[src/rtl/y86_pkg.sv]
// Shared Y86 execute-stage constants: instruction codes, ALU/condition function
// codes, CC bit positions and the condition evaluator used by the issue logic.
`default_nettype none

package y86_pkg;

  localparam logic [3:0] I_HALT  = 4'h0;
  localparam logic [3:0] I_NOP   = 4'h1;
  localparam logic [3:0] I_CMOV  = 4'h2;
  localparam logic [3:0] I_IRMOV = 4'h3;
  localparam logic [3:0] I_RMMOV = 4'h4;
  localparam logic [3:0] I_MRMOV = 4'h5;
  localparam logic [3:0] I_OPQ   = 4'h6;
  localparam logic [3:0] I_JXX   = 4'h7;
  localparam logic [3:0] I_CALL  = 4'h8;
  localparam logic [3:0] I_RET   = 4'h9;
  localparam logic [3:0] I_PUSH  = 4'hA;
  localparam logic [3:0] I_POP   = 4'hB;

  localparam logic [3:0] FN_ADD = 4'h0;
  localparam logic [3:0] FN_SUB = 4'h1;
  localparam logic [3:0] FN_AND = 4'h2;
  localparam logic [3:0] FN_XOR = 4'h3;

  localparam logic [3:0] C_YES = 4'h0;
  localparam logic [3:0] C_LE  = 4'h1;
  localparam logic [3:0] C_L   = 4'h2;
  localparam logic [3:0] C_E   = 4'h3;
  localparam logic [3:0] C_NE  = 4'h4;
  localparam logic [3:0] C_GE  = 4'h5;
  localparam logic [3:0] C_G   = 4'h6;

  localparam logic [3:0] RNONE = 4'hF;

  localparam int CC_ZF = 2;
  localparam int CC_SF = 1;
  localparam int CC_OF = 0;

  localparam logic [2:0] CC_RESET = 3'b100;

  typedef enum logic [1:0] {
    ALU_ADD = 2'd0,
    ALU_SUB = 2'd1,
    ALU_AND = 2'd2,
    ALU_XOR = 2'd3
  } alu_op_e;

  function automatic logic cond_eval(input logic [3:0] fn, input logic [2:0] cc);
    logic lt;
    logic res;
    lt  = cc[CC_SF] ^ cc[CC_OF];
    res = 1'b0;
    case (fn)
      C_YES:   res = 1'b1;
      C_LE:    res = lt | cc[CC_ZF];
      C_L:     res = lt;
      C_E:     res = cc[CC_ZF];
      C_NE:    res = ~cc[CC_ZF];
      C_GE:    res = ~lt;
      C_G:     res = ~lt & ~cc[CC_ZF];
      default: res = 1'b0;
    endcase
    return res;
  endfunction

endpackage

`default_nettype wire

[src/rtl/alu_core.sv]
// Combinational ALU: result = b op a, with {ZF,SF,OF} flags derived from the result.
`default_nettype none

module alu_core
  import y86_pkg::*;
#(
  parameter int WIDTH = 32
) (
  input  logic [WIDTH-1:0] a,
  input  logic [WIDTH-1:0] b,
  input  alu_op_e          op,
  output logic [WIDTH-1:0] result,
  output logic [2:0]       flags
);

  logic sa, sb, sr;

  always_comb begin
    result = '0;
    case (op)
      ALU_ADD: result = b + a;
      ALU_SUB: result = b - a;
      ALU_AND: result = b & a;
      ALU_XOR: result = b ^ a;
      default: result = '0;
    endcase
  end

  assign sa = a[WIDTH-1];
  assign sb = b[WIDTH-1];
  assign sr = result[WIDTH-1];

  always_comb begin
    flags        = 3'b000;
    flags[CC_ZF] = (result == '0);
    flags[CC_SF] = sr;
    case (op)
      ALU_ADD: flags[CC_OF] = (sa == sb) & (sr != sb);
      // b - a overflows only when the operands differ in sign and the result leaves b's sign
      ALU_SUB: flags[CC_OF] = (sa != sb) & (sr != sb);
      default: flags[CC_OF] = 1'b0;
    endcase
  end

endmodule

`default_nettype wire

[src/rtl/ex_alu_issue.sv]
// Execute-stage issue: operand muxing into alu_core, CC register, condition
// evaluation and a single valid/ready output register. Option: CC_INHIBIT_EN.
`default_nettype none

module ex_alu_issue
  import y86_pkg::*;
#(
  parameter int WIDTH      = 32,
  parameter int STACK_STEP = 8
) (
  input  logic             clk,
  input  logic             rst_n,
  input  logic             flush,
`ifdef CC_INHIBIT_EN
  input  logic             set_cc_inhibit,
`endif
  input  logic             in_valid,
  output logic             in_ready,
  input  logic [3:0]       icode,
  input  logic [3:0]       ifun,
  input  logic [WIDTH-1:0] val_a,
  input  logic [WIDTH-1:0] val_b,
  input  logic [WIDTH-1:0] val_c,
  input  logic [3:0]       dst_e,
  output logic             out_valid,
  input  logic             out_ready,
  output logic [WIDTH-1:0] out_val_e,
  output logic             out_cnd,
  output logic [3:0]       out_dst_e,
  output logic [2:0]       cc
);

  localparam logic [WIDTH-1:0] STEP = WIDTH'(STACK_STEP);

  logic             out_valid_q, out_valid_d;
  logic [WIDTH-1:0] out_val_e_q, out_val_e_d;
  logic             out_cnd_q,   out_cnd_d;
  logic [3:0]       out_dst_e_q, out_dst_e_d;
  logic [2:0]       cc_q,        cc_d;

  logic             accept;
  logic             is_opq;
  logic             cc_inhibit;
  logic             cnd;
  logic [WIDTH-1:0] alu_a, alu_b, alu_res;
  alu_op_e          alu_op;
  logic [2:0]       alu_flags;

`ifdef CC_INHIBIT_EN
  assign cc_inhibit = set_cc_inhibit;
`else
  assign cc_inhibit = 1'b0;
`endif

  assign in_ready = (~out_valid_q | out_ready) & ~flush;
  assign accept   = in_valid & in_ready;
  assign is_opq   = (icode == I_OPQ) && (ifun[3:2] == 2'b00);

  // Every non-ALU result is expressed as an add/sub so one ALU instance serves all icodes.
  always_comb begin
    alu_a  = '0;
    alu_b  = '0;
    alu_op = ALU_ADD;
    case (icode)
      I_HALT, I_NOP, I_JXX: begin
        alu_a = '0;
        alu_b = '0;
      end
      I_CMOV:  alu_a = val_a;
      I_IRMOV: alu_a = val_c;
      I_RMMOV, I_MRMOV: begin
        alu_a = val_c;
        alu_b = val_b;
      end
      I_OPQ: begin
        if (is_opq) begin
          alu_a = val_a;
          alu_b = val_b;
        end
        case (ifun)
          FN_ADD:  alu_op = ALU_ADD;
          FN_SUB:  alu_op = ALU_SUB;
          FN_AND:  alu_op = ALU_AND;
          FN_XOR:  alu_op = ALU_XOR;
          default: alu_op = ALU_ADD;
        endcase
      end
      I_CALL, I_PUSH: begin
        alu_a  = STEP;
        alu_b  = val_b;
        alu_op = ALU_SUB;
      end
      I_RET, I_POP: begin
        alu_a = STEP;
        alu_b = val_b;
      end
      default: begin
        alu_a = '0;
        alu_b = '0;
      end
    endcase
  end

  alu_core #(
    .WIDTH (WIDTH)
  ) u_alu_core (
    .a      (alu_a),
    .b      (alu_b),
    .op     (alu_op),
    .result (alu_res),
    .flags  (alu_flags)
  );

  // Condition reads the registered CC, i.e. the value before this edge's update.
  assign cnd = ((icode == I_JXX) || (icode == I_CMOV)) ? cond_eval(ifun, cc_q) : 1'b0;

  always_comb begin
    out_valid_d = out_valid_q;
    out_val_e_d = out_val_e_q;
    out_cnd_d   = out_cnd_q;
    out_dst_e_d = out_dst_e_q;
    cc_d        = cc_q;
    if (flush) begin
      out_valid_d = 1'b0;
    end else if (accept) begin
      out_valid_d = 1'b1;
      out_val_e_d = alu_res;
      out_cnd_d   = cnd;
      out_dst_e_d = ((icode == I_CMOV) && !cnd) ? RNONE : dst_e;
      if (is_opq && !cc_inhibit) begin
        cc_d = alu_flags;
      end
    end else if (out_ready) begin
      out_valid_d = 1'b0;
    end
  end

  always_ff @(posedge clk or negedge rst_n) begin
    if (!rst_n) begin
      out_valid_q <= 1'b0;
      out_val_e_q <= '0;
      out_cnd_q   <= 1'b0;
      out_dst_e_q <= RNONE;
      cc_q        <= CC_RESET;
    end else begin
      out_valid_q <= out_valid_d;
      out_val_e_q <= out_val_e_d;
      out_cnd_q   <= out_cnd_d;
      out_dst_e_q <= out_dst_e_d;
      cc_q        <= cc_d;
    end
  end

  assign out_valid = out_valid_q;
  assign out_val_e = out_val_e_q;
  assign out_cnd   = out_cnd_q;
  assign out_dst_e = out_dst_e_q;
  assign cc        = cc_q;

endmodule

`default_nettype wire

[config.mk]
export PLATFORM = sky130hd
export DESIGN_NAME = ex_alu_issue
export DESIGN_NICKNAME = d
export VERILOG_FILES = /design/src/rtl/y86_pkg.sv /design/src/rtl/alu_core.sv /design/src/rtl/ex_alu_issue.sv
export SDC_FILE = /design/constraint.sdc
export NUM_CORES = 1
export LEC_CHECK = 0
export BUFFER_PORTS_ARGS = -buffer_cell sky130_fd_sc_hd__buf_4
export CORE_UTILIZATION = 45
export CTS_BUF_LIST = sky130_fd_sc_hd__clkbuf_4
export DETAILED_ROUTE_END_ITERATION = 10
export PLACE_DENSITY = 0.72
export RECOVER_POWER = 100
export SETUP_SLACK_MARGIN = 0.5
export SLEW_MARGIN = 20
export SYNTH_ARGS = -nofsm -noshare
export SYNTH_HDL_FRONTEND = slang
export SYNTH_HIERARCHICAL = 1
export SYNTH_SLANG_ARGS = --single-unit
[constraint.sdc]
create_clock -name clk -period 3.1 [get_ports clk]
set_clock_uncertainty 0.15 [all_clocks]
set_input_delay 0.465 -clock clk [delete_from_list [all_inputs] [get_ports clk]]
set_output_delay 0.465 -clock clk [all_outputs]
set_load 0.03 [all_outputs]
==> results.env, run 1 <==
DRT_ITER0_MARKERS=410
STARTPOINT_OF_THE_WORST_REGISTER_TO_REGISTER_PATH='cc[0]'
POSTSYNTHAREAPERCELL_UM2=7.52
DIEAREA_UM2=14600
WORST_PATH_LARGEST_CELL_DELAY_NS=0.49
SYNTH-ADDER-AREA-SHARE=0.129
ENDPOINT_KIND='register'
N_ANTENNA_CELL=0
CP-START-KIND='primary input'
NETS=1443
HPWL_UM=18200
FINAL_COMMON_CELL='buf_4'
SETUP_SLACK_NS=-1.94
SLEW_VIOL_FINAL=42
NUMBER_OF_CLOCK_SINKS_SEEN_BY_CTS=41
AVGVIACOUNTPERCELL=5.70
MET3_TRACK_DEMAND_OVER_RESOURCE_IN_GLOBAL_ROUTING=0.0321
SYNTH_CELLS=844
TRITONCTS='built'
SETUP.WORST_PATH.CLASS='primary input to register'
GRT_FIRST_PASS_WIRELENGTH_UM=38200
CLOCKBUFFERDEPTH=2
WORST-ENDPOINT-ARRIVAL_NS=5.20
SYNTH_SEQ_AREA_SHARE=0.163
GRT_START_MAX_NET_PINS=47
SYNTH-EDFF-COUNT=0
RUN_STATUS='complete, but fails checks'
CRITPATHTOPFAMILY='simple AND/OR/NAND/NOR gates'
POST_SYNTH_NUM_CELL_TYPES=77
WIRE_PER_INST_UM=17.4
SYNTHARSTFLOPSHARE=1.00
DOMINANTREGCELLSYNTH='dfrtp_1'
YOSYSTOPAREACELL='dfrtp_1'
SYNTH_COMPOUND_GATE_AREA_SHARE=0.264
DESIGN.CORE.AREA_UM2=13800
FINALHOLDVIOLCOUNT=0
POSTSYNTHREGISTERBITS=41
YOSYSWARNINGCOUNT=6
SYNTH.AREA.MUX_SHARE=0.0493
DRT_FIRST_PASS_ITERS=5
CTSROOTBUFFERMASTER='clkbuf_4'
TRITONCTS.NUM_BUFFERS=5
RR_ENDPOINT='out_cnd'
REGAREA_UM2=1030
REGTOREGSETUPSLACK_NS=1.31
GP_CONGESTION=0.950
ROUTE.ANTENNA.REMAINING_NETS=0
GRT_OVERFLOW_TOTAL=0
LAYOUT_COMMON_CELLS='378 x buf_4, 132 x nand2_1, 58 x ha_1'
CRIT_BUF_INV=4
PATH_MAX_FANOUT=7
SYNTH_XOR_XNOR_AREA_SHARE=0.0686
FINALINSTANCEAREA_UM2=10900
MULTIINPUTGATEAREA_UM2=5960
GRT_MOST_USED_LAYER='met2'
DETAIL_ROUTE.DRC_VIOLATIONS=0
PWR_DENSITY_CELL_nW_PER_UM2=373
GRTUSAGEMET2=0.594
DRT_WL_TOTAL_UM=25200
CP.REQUIRED_NS=3.26
FAILED_CHECKS='capacitance limit, slew limit, setup timing'
SYNTH_TOP_CELL_AREA_SHARE=0.142
WORST_HOLD_PATH.ENDPOINT='out_valid'
NFILLCELLS=1000
RSZ_0062_RAISED_AFTER_GLOBAL_ROUTING='true'
MIN_PATH_TYPE='primary input to register'
IO_BUFFER_COUNT=154
VDD_DROP_MAX_mV=0.246
PLACEMENT_ROWS=43
CRITICAL-PATH-SLOWEST-CELL='or4b_4'
SETUP_VIOL=32
MAX_FREQ_GHz=0.198
REG2REG_DEPTH=4
GRT_ANTENNA_BEFORE_REPAIR=0
CELL_TYPES_WITH_THE_LARGEST_AREA_SHARE_AFTER_SYNTHESIS='dfrtp_1 14%, ha_1 13%, nand2_1 8.7%'
INITIAL_CORE_UTIL=0.459
POST_DP_CELL_AREA_UM2=9710
SYN_NETS=1022
DIE_HEIGHT_UM=121
TIMING.SLEW.HEADROOM=-0.419
WORST_SKEW_PAIR.LATE_LATENCY_NS=0.35
CTS_MAX_LEVEL=2
FLOORPLAN_DIE_WIDTH_UM=121
DRV.MAX_CAP_VIOLATION_COUNT=1
DR_TOTAL_VIAS=8245
GR_UTIL_ALL_LAYERS=0.328
FIN_TNS_SETUP_NS=-33.59
PIN_COUNT=155
FINAL_CRITICAL_PATH_SHARE_OF_THE_CLOCK_PERIOD=1.63
POST_ROUTE_CELLS_DRIVE_ABOVE_1_SHARE=0.479
HOLD-WORST-SLACK_NS=0.126
NETLIST_AREA_UM2=6350
GRT_PASS1_VIAS=8343
GR-USAGE-MET1=0.357
WORST_PIN_SLEW_NS=2.13
HOLDCRITSTARTPOINT='flush'
AREA_GROWTH_SYN_TO_LAYOUT_PCT=71.1
TIMING.HOLD.WORST_PATH_DEPTH=2
CLKTRANSATPATHREGS_NS=0.13
P_LEAK_uW=0.00528
PERIOD_MINUS_SLACK_NS=5.04
DOMINANT_COMBINATIONAL_CELL_FAMILY_BY_AREA_AFTER_SYNTHESIS='simple AND/OR/NAND/NOR gates'
PATH_CELLS='buf_8 > nor3b_4 > and2_4 > buf_12 > a22o_4 > nor4_4 > buf_4 > buf_6 > nand2_8 > o41ai_4 > xor2_1 > ha_2 > nand4_1 > nor2_2 > or2_1 > or4_4 > a31oi_4 > o21ai_0 > a221oi_1 > or4b_4 > nor4_2 > mux2_2'
POST_SYNTH_SIMPLE_GATE_AREA=0.278
[final cells by class]
| type | count | share of cell area |
|---|---|---|
| clock buffer | 6 | 0.00415 |
| clock inverter | 2 | 0.000922 |
| inverter | 30 | 0.0105 |
| multi-input combinational | 728 | 0.549 |
| sequential | 41 | 0.0951 |
| tap | 180 | 0.0207 |
| timing repair buffer | 459 | 0.319 |
[sequential cells by signal, indices dropped and copies added (netlist names)]
signal and flops:
out_val_e 32, cc 3, out_valid 1, out_dst_e 4
out_cnd 1
[synthesized netlist by cell type, drive strengths merged (5+ instances only)]
cell and instances:
nand2 147, ha 64, a21oi 50, nor2 46
nor2b 40, o21ai 40, dfrtp 36, a22o 34
inv 29, xnor2 26, buf 23, nor3 23
clkbuf 22, xor2 21, mux2i 20, nand2b 20
o211ai 19, nand3 17, o21a 16, a211oi 10
mux2 10, nor4 10, a21o 8, a31oi 7
o31ai 7, and2 6, and3 6, nand4 6
dfstp 5, o22ai 5, o31a 5
[report_power, final]
group / total [uW] / internal (uW) / leakage [uW] / switching [uW]
clock: 275 / 95.4 / 0.0000354 / 180
combinational: 3040 / 1450 / 0.00473 / 1590
sequential: 741 / 669 / 0.000514 / 73.0
[per-layer routing]
layer	up-vias	routed length, um	part of all wire
met5	-	0	0
met4	0	2010	0.080
met3	123	898	0.036
met2	297	12400	0.49
met1	3900	9820	0.39
li1	3925	-	-
[stage by stage]
step / setup slack, ns / std cells / power, uW / util
floorplan: -2.14 / 844 / 2150 / -
global placement: -2.18 / 1396 / 3310 / 0.702
detailed placement: -2.28 / 1396 / 3350 / 0.702
CTS: -1.79 / 1423 / 3850 / 0.755
global route: -2.12 / 1446 / 4300 / 0.785
finish: -1.94 / 1446 / 4050 / 0.785
[worst max-delay path by stage]
stage,to,cells past startpoint,slack (ns),from
detailed placement,cc[2],20,-2.28,icode[1]
floorplan,cc[2],22,-2.14,icode[1]
global route,cc[2],23,-2.12,icode[0]
finish,cc[2],22,-1.94,icode[1]
CTS,cc[2],21,-1.79,icode[1]
global placement,cc[2],20,-2.18,icode[1]
[kinds of logic (layout without fill, tap and decap cells)]
group	Yosys count	in the layout
AO/OA/AOI/OAI	240	240
XOR/XNOR	48	48
adder cells (fa/ha/maj)	65	65
buffers and inverters	75	497
flip-flops	41	41
multiplexers	30	30
AND/OR/NAND/NOR	345	345
[worst register-to-register path, delay by kind of cell (launching register included)]
| family | cells | cell delay, ns |
|---|---|---|
| DFF | 1 | 0.42 |
| xor gates and xnor gates | 1 | 0.21 |
| AOI/OAI and AO/OA | 3 | 0.93 |
[timing repair]
| item | CTS | global route |
|---|---|---|
| setup endpoints to repair | 34 | 34 |
| setup buffers | 16 | 23 |
| gates cloned | 2 | 0 |
| pin swaps | 47 | 57 |
| gates resized for setup | 133 | 89 |
| hold endpoints to repair | 36 | 0 |
| hold buffers | 1 | 0 |
Note: power is estimated with default switching activity, not from simulation.
==> run 2, diff against run 1 <==
Settings changed: PLACE_DENSITY 0.72 to 0.69.
==> run 2 against run 1 <==
Compared with the run above: non-clock buffer count unchanged; worst hold slack got worse by 0.025 ns; worst setup slack got worse by 0.017 ns; clock power decreased by 4%; first-iteration DRC count increased by 15%; wire length increased by 5.6%; the run still ends with capacitance limit, slew limit, setup timing left; clock-buffer cell count decreased by 1; core utilization increased by 1.2 points; die area unchanged; largest power group unchanged; largest cell class unchanged; global-route usage increased by 1.1 points; sequential power about the same.
==> results.env, run 2 (synthesis results as in run 1) <==
PIN_COUNT=155  # unchanged
HOLD-WORST-SLACK_NS=0.101  # -0.0246 ns
MIN_PATH_TYPE='primary input to register'
DRV.MAX_CAP_VIOLATION_COUNT=1  # unchanged
MAX_FREQ_GHz=0.198  # -0.35%
NETS=1443  # unchanged
HPWL_UM=18000  # -1.2%
FINAL_COMMON_CELL='buf_4'
CLOCKBUFFERDEPTH=2  # unchanged
CP.REQUIRED_NS=3.27  # about the same
FIN_TNS_SETUP_NS=-33.51  # +0.0773 ns
WORST-ENDPOINT-ARRIVAL_NS=5.23  # +0.03 ns
WIRE_PER_INST_UM=18.4  # +5.6%
FINALHOLDVIOLCOUNT=0  # unchanged
N_ANTENNA_CELL=0  # unchanged
TIMING.SLEW.HEADROOM=-0.451  # -0.0327
ROUTE.ANTENNA.REMAINING_NETS=0  # unchanged
OVERALL_POWER_uW=4160  # +2.6%
GRT_FIRST_PASS_WIRELENGTH_UM=39200  # +2.6%
PLACEMENT_ROWS=43  # unchanged
DIE_HEIGHT_UM=121  # unchanged
PATH_MAX_FANOUT=6  # -1
RUN_STATUS='complete, but fails checks'
GRT_OVERFLOW_TOTAL=0  # unchanged
POST_ROUTE_CELLS_DRIVE_ABOVE_1_SHARE=0.489  # +0.00948
IO_BUFFER_COUNT=154  # unchanged
PWR_DENSITY_CELL_nW_PER_UM2=377  # +1.0%
TRITONCTS.NUM_BUFFERS=5  # unchanged
TIMING.HOLD.WORST_PATH_DEPTH=2  # unchanged
AREA_GROWTH_SYN_TO_LAYOUT_PCT=73.7
GRT_PASS1_VIAS=8306  # -0.44%
CP-START-KIND='primary input'
DR_TOTAL_VIAS=8394  # +1.8%
SETUP_VIOL=32  # unchanged
GR_UTIL_ALL_LAYERS=0.339  # +0.0113
FLOORPLAN_DIE_WIDTH_UM=121  # unchanged
WORST_SKEW_PAIR.LATE_LATENCY_NS=0.37  # +0.02 ns
INITIAL_CORE_UTIL=0.459  # unchanged
DRT_ITER0_MARKERS=470  # +15%
LAYOUT_COMMON_CELLS='381 x buf_4, 132 x nand2_1, 52 x ha_1'
FAILED_CHECKS='capacitance limit, slew limit, setup timing'
CTSROOTBUFFERMASTER='clkbuf_4'
SETUP_SLACK_NS=-1.96  # -0.0175 ns
GRT_ANTENNA_BEFORE_REPAIR=0  # unchanged
VDD_DROP_MAX_mV=0.205  # -17%
WORST_PIN_SLEW_NS=2.18  # +0.0490 ns
REG2REG_DEPTH=4  # unchanged
GRT_START_MAX_NET_PINS=42  # -11%
NUMBER_OF_CLOCK_SINKS_SEEN_BY_CTS=41  # unchanged
RSZ_0062_RAISED_AFTER_GLOBAL_ROUTING='true'
CTS_MAX_LEVEL=2  # unchanged
GP_CONGESTION=0.923  # -2.9%
SLEW_VIOL_FINAL=42  # unchanged
SETUP.WORST_PATH.CLASS='primary input to register'
TRITONCTS='built'
NUMBER_OF_FLIP_FLOPS_UNDER_THE_LARGEST_REGISTER_NAME=32  # unchanged
PERIOD_MINUS_SLACK_NS=5.06  # +0.0175 ns
CLKTRANSATPATHREGS_NS=0.12  # about the same
DRT_FIRST_PASS_ITERS=5  # unchanged
DRT_WL_TOTAL_UM=26600  # +5.6%
P_LEAK_uW=0.00533  # +0.98%
DESIGN.CORE.AREA_UM2=13800  # unchanged
DETAIL_ROUTE.DRC_VIOLATIONS=0  # unchanged
AVGVIACOUNTPERCELL=5.80  # +1.8%
FINAL_CRITICAL_PATH_SHARE_OF_THE_CLOCK_PERIOD=1.63  # +0.00564
PLACED_CELLS_INCL_TAPS=1400  # +0.29%
LAYOUTNONFILLERINSTCOUNT=1446  # unchanged
ENDPOINT_KIND='register'
DIEAREA_UM2=14600  # unchanged
## run 2: cell types whose count changed in the layout (fill, tap and decap cells not counted), moves of 3 or more
cell and delta:
buf_12 +3, nor4_2 -4, buf_4 +3, nor4_1 +3, ha_1 -6, a21oi_1 -3
buf_6 -4, ha_2 +4, clkbuf_1 -3
## run 2: metrics by stage
step / instance area [um^2] / setup slack [ns] / util
4_1_cts: 10700 / -1.81 / 0.776
3_5_place_dp: 9750 / -2.31 / 0.705
6_report: 11000 / -1.96 / 0.797
2_1_floorplan: 6590 / -2.14 / -
3_3_place_gp: 9750 / -2.19 / 0.705
5_1_grt: 11000 / -2.12 / 0.797
## run 2: critical path, cell delays in order
cell and delay [ns]:
buf_8 0.09, nand2_4 0.05, mux2_4 0.29, nor2_4 0.24, clkbuf_16 0.20, a22o_1 0.17
inv_2 0.06, ha_4 0.17, nand2_2 0.10, buf_4 0.15, nand2_1 0.07, xor2_1 0.16
ha_1 0.32, a21oi_2 0.20, o21ai_0 0.16, a211oi_2 0.26, xor2_1 0.23, o21ai_2 0.10
or4b_1 0.57, nor4_1 0.38, buf_4 0.20, nand4b_1 0.15, nor4_4 0.27, mux2_2 0.18
## run 2: power breakdown
| group | internal [uW] | total [uW] | switching, uW | leakage, uW |
|---|---|---|---|---|
| Sequential | 667 | 741 | 73.5 | 0.000513 |
| Combinational | 1500 | 3150 | 1650 | 0.00479 |
| Clock | 82.1 | 263 | 181 | 0.0000300 |
## run 2: metal layers
layer  vias to the layer above  part of all wire  track usage
met5                         -                 0            0
met4                         0             0.074        0.226
met3                       121             0.052       0.0377
met2                       346              0.50        0.626
met1                      4011              0.37        0.362
li1                       3916                 -            -
## run 2: cell type report
class | instances | area, um^2
multi-input combinational | 728 | 6070
sequential | 41 | 1030
clock buffer | 5 | 37.5
clock inverter | 3 | 12.5
tap | 180 | 225
inverter | 30 | 114
fill | 940 | 2800
timing repair buffer | 459 | 3530
## run 2: timing repair
action	in CTS	in global routing
pin swaps	71	35
buffers inserted	18	17
hold endpoints to repair	36	0
hold buffers	1	0
gates resized for setup	177	62
setup endpoints to repair	34	34
cloned	2	0
## run 2: path summary, 6_finish.rpt
kind | startpoint | end | slack, ns
max | icode[1] | cc[2] | -1.96
min | flush | out_valid | 0.10
max reg2reg | cc[0] | out_cnd | 1.29
min reg2reg | out_val_e[1] | out_val_e[1] | 0.33
max in group asynchronous | rst_n | out_val_e[1] | 0.45
min in group asynchronous | rst_n | out_val_e[5] | 1.10
==> run 3, diff against run 2 <==
Settings changed: RECOVER_POWER 100 to 50.
==> run 3 against run 2 <==
Compared with the run above: the run still ends with capacitance limit, slew limit, setup timing left; wire length is essentially flat; clock power is essentially flat; combinational power grew 3%.
==> results.env, run 3 (synthesis results as in run 1) <==
RSZ_0062_RAISED_AFTER_GLOBAL_ROUTING='true'
MIN_PATH_TYPE='primary input to register'
GRT_FIRST_PASS_WIRELENGTH_UM=39200  # unchanged
HPWL_UM=18000  # unchanged
DETAILED_ROUTING_WIRELENGTH_ON_MET1_UM=9890  # +0.25%
WORST_PIN_SLEW_NS=2.19  # +0.0110 ns
TIMING.SLEW.HEADROOM=-0.459  # -0.00732
DRT_FIRST_PASS_ITERS=5  # unchanged
NUMBER_OF_CLOCK_SINKS_SEEN_BY_CTS=41  # unchanged
IO_BUFFER_COUNT=154  # unchanged
WORST_SKEW_PAIR.LATE_LATENCY_NS=0.37  # about the same
LAYOUT_COMMON_CELLS='415 x buf_4, 132 x nand2_1, 52 x ha_1'
FINALHOLDVIOLCOUNT=0  # unchanged
SLEW_VIOL_FINAL=42  # unchanged
DESIGN.CORE.AREA_UM2=13800  # unchanged
DRT_ITER0_MARKERS=474  # +0.85%
GRT_ANTENNA_BEFORE_REPAIR=0  # unchanged
GRT_START_MAX_NET_PINS=42  # unchanged
WORST_HOLD_PATH.ENDPOINT='out_valid'
GRT_OVERFLOW_TOTAL=0  # unchanged
GR_UTIL_ALL_LAYERS=0.339  # unchanged
NETS=1443  # unchanged
MAX_FREQ_GHz=0.198  # +0.13%
DR_TOTAL_VIAS=8383  # -0.13%
INITIAL_CORE_UTIL=0.459  # unchanged
CTSROOTBUFFERMASTER='clkbuf_4'
SETUP_SLACK_NS=-1.95  # +0.00668 ns
DIE_HEIGHT_UM=121  # unchanged
TRITONCTS.NUM_BUFFERS=5  # unchanged
TRITONCTS='built'
P_LEAK_uW=0.00546  # +2.5%
STARTPOINT_OF_THE_WORST_REGISTER_TO_REGISTER_PATH='cc[0]'
REGTOREGSETUPSLACK_NS=1.28  # about the same
AVGVIACOUNTPERCELL=5.80  # -0.13%
CRITICAL_PATH.STARTPOINT='icode[1]'
FINALCOREUTILIZATION=0.807  # +0.00923
DIEAREA_UM2=14600  # unchanged
CTS_MAX_LEVEL=2  # unchanged
MET2_WIRELENGTH_UM=13400  # +0.33%
FAILED_CHECKS='capacitance limit, slew limit, setup timing'
FLOORPLAN_DIE_WIDTH_UM=121  # unchanged
CLOCKBUFFERDEPTH=2  # unchanged
DETAIL_ROUTE.DRC_VIOLATIONS=0  # unchanged
VDD_DROP_MAX_mV=0.216  # +5.4%
FINAL_COMMON_CELL='buf_4'
AREA_GROWTH_SYN_TO_LAYOUT_PCT=75.7
GRT_PASS1_VIAS=8306  # unchanged
HIGHEST-SIGNAL-LAYER='met4'
ROUTE.ANTENNA.REMAINING_NETS=0  # unchanged
FIN_TNS_SETUP_NS=-33.58  # -0.0658 ns
HOLDCRITSTARTPOINT='flush'
TIMING.HOLD.WORST_PATH_DEPTH=2  # unchanged
RR_ENDPOINT='out_cnd'
CP.REQUIRED_NS=3.27  # about the same
PATH_MAX_FANOUT=6  # unchanged
CP-START-KIND='primary input'
POST_ROUTE_CELLS_DRIVE_ABOVE_1_SHARE=0.517  # +0.0284
FINAL_CRITICAL_PATH_SHARE_OF_THE_CLOCK_PERIOD=1.63  # -0.00215
SETUP.WORST_PATH.CLASS='primary input to register'
WIRE_PER_INST_UM=18.4  # about the same
PIN_COUNT=155  # unchanged
PLACEMENT_ROWS=43  # unchanged
REG2REG_DEPTH=4  # unchanged
PWR_DENSITY_CELL_nW_PER_UM2=381  # +1.1%
RUN_STATUS='complete, but fails checks'
DRV.MAX_CAP_VIOLATION_COUNT=1  # unchanged
PERIOD_MINUS_SLACK_NS=5.05  # -0.00668 ns
SETUP_VIOL=32  # unchanged
WORST-ENDPOINT-ARRIVAL_NS=5.22  # about the same
ENDPOINT_KIND='register'
CLKTRANSATPATHREGS_NS=0.12  # about the same
GP_CONGESTION=0.923  # unchanged
N_ANTENNA_CELL=0  # unchanged
ROUTE.MET3.WL_UM=1340  # -3.2%
NUMBER_OF_FLIP_FLOPS_UNDER_THE_LARGEST_REGISTER_NAME=32  # unchanged
DRT_WL_TOTAL_UM=26600  # about the same
-- run 3: changes by cell type in the layout (fill, tap and decap cells not counted), sizes merged --
cell,previous run,this run
buf,418,452
clkbuf,45,11
-- run 3: metal layers --
layer,global-route usage,vias to the layer above
met5,0,-
met3,0.0377,115
met1,0.362,3993
met4,0.226,0
met2,0.626,357
li1,-,3918
-- run 3: cell type report --
type | count | area [um^2]
multi-input cells | 728 | 6070
fillers | 911 | 2670
inverters | 30 | 114
clock buffers | 5 | 37.5
flip-flops and latches | 41 | 1030
well taps | 180 | 225
clock inverters | 3 | 12.5
repair buffers | 459 | 3660
-- run 3: repair_timing --
item                       CTS  global route
setup buffers               18            17
hold buffers                 1             0
setup endpoints to repair   34            34
gates resized for setup    177            62
hold endpoints to repair    36             0
pin swaps                   71            35
gates cloned                 2             0
-- run 3: power by group --
part | internal (uW) | switching, uW
clock | 82.1 | 180
sequential | 669 | 77.5
combinational | 1590 | 1650
-- run 3: through the flow --
step / std cells / total power [uW] / cell area (um^2) / setup slack (ns) / hold WS, ns
floorplan: 844 / 2150 / 6590 / -2.14 / 0.0194
global placement: 1400 / 3330 / 9750 / -2.19 / 0.312
detailed placement: 1400 / 3370 / 9750 / -2.31 / 0.315
CTS: 1429 / 3990 / 10700 / -1.81 / 0.0843
global route: 1446 / 4490 / 11200 / -2.12 / 0.0847
finish: 1446 / 4250 / 11200 / -1.95 / 0.102
-- run 3: worst max path at each step --
stage / end / slack (ns) / cells after the start
after floorplan: cc[2] / -2.14 / 22
after global placement: cc[2] / -2.19 / 21
after detailed placement: cc[2] / -2.31 / 21
after CTS: cc[2] / -1.81 / 21
after global routing: cc[2] / -2.12 / 24
final: cc[2] / -1.95 / 24
-- run 3: worst max-delay path, stage by stage --
cell	delay, ns
buf_8	0.09
nand2_4	0.05
mux2_4	0.29
nor2_4	0.24
clkbuf_16	0.20
a22o_1	0.17
inv_2	0.06
ha_4	0.17
nand2_2	0.10
buf_4	0.15
nand2_1	0.07
xor2_1	0.16
ha_1	0.32
a21oi_2	0.20
o21ai_0	0.16
a211oi_2	0.25
xor2_1	0.22
o21ai_2	0.10
or4b_1	0.56
nor4_1	0.37
buf_4	0.20
nand4b_1	0.14
nor4_4	0.27
mux2_2	0.18
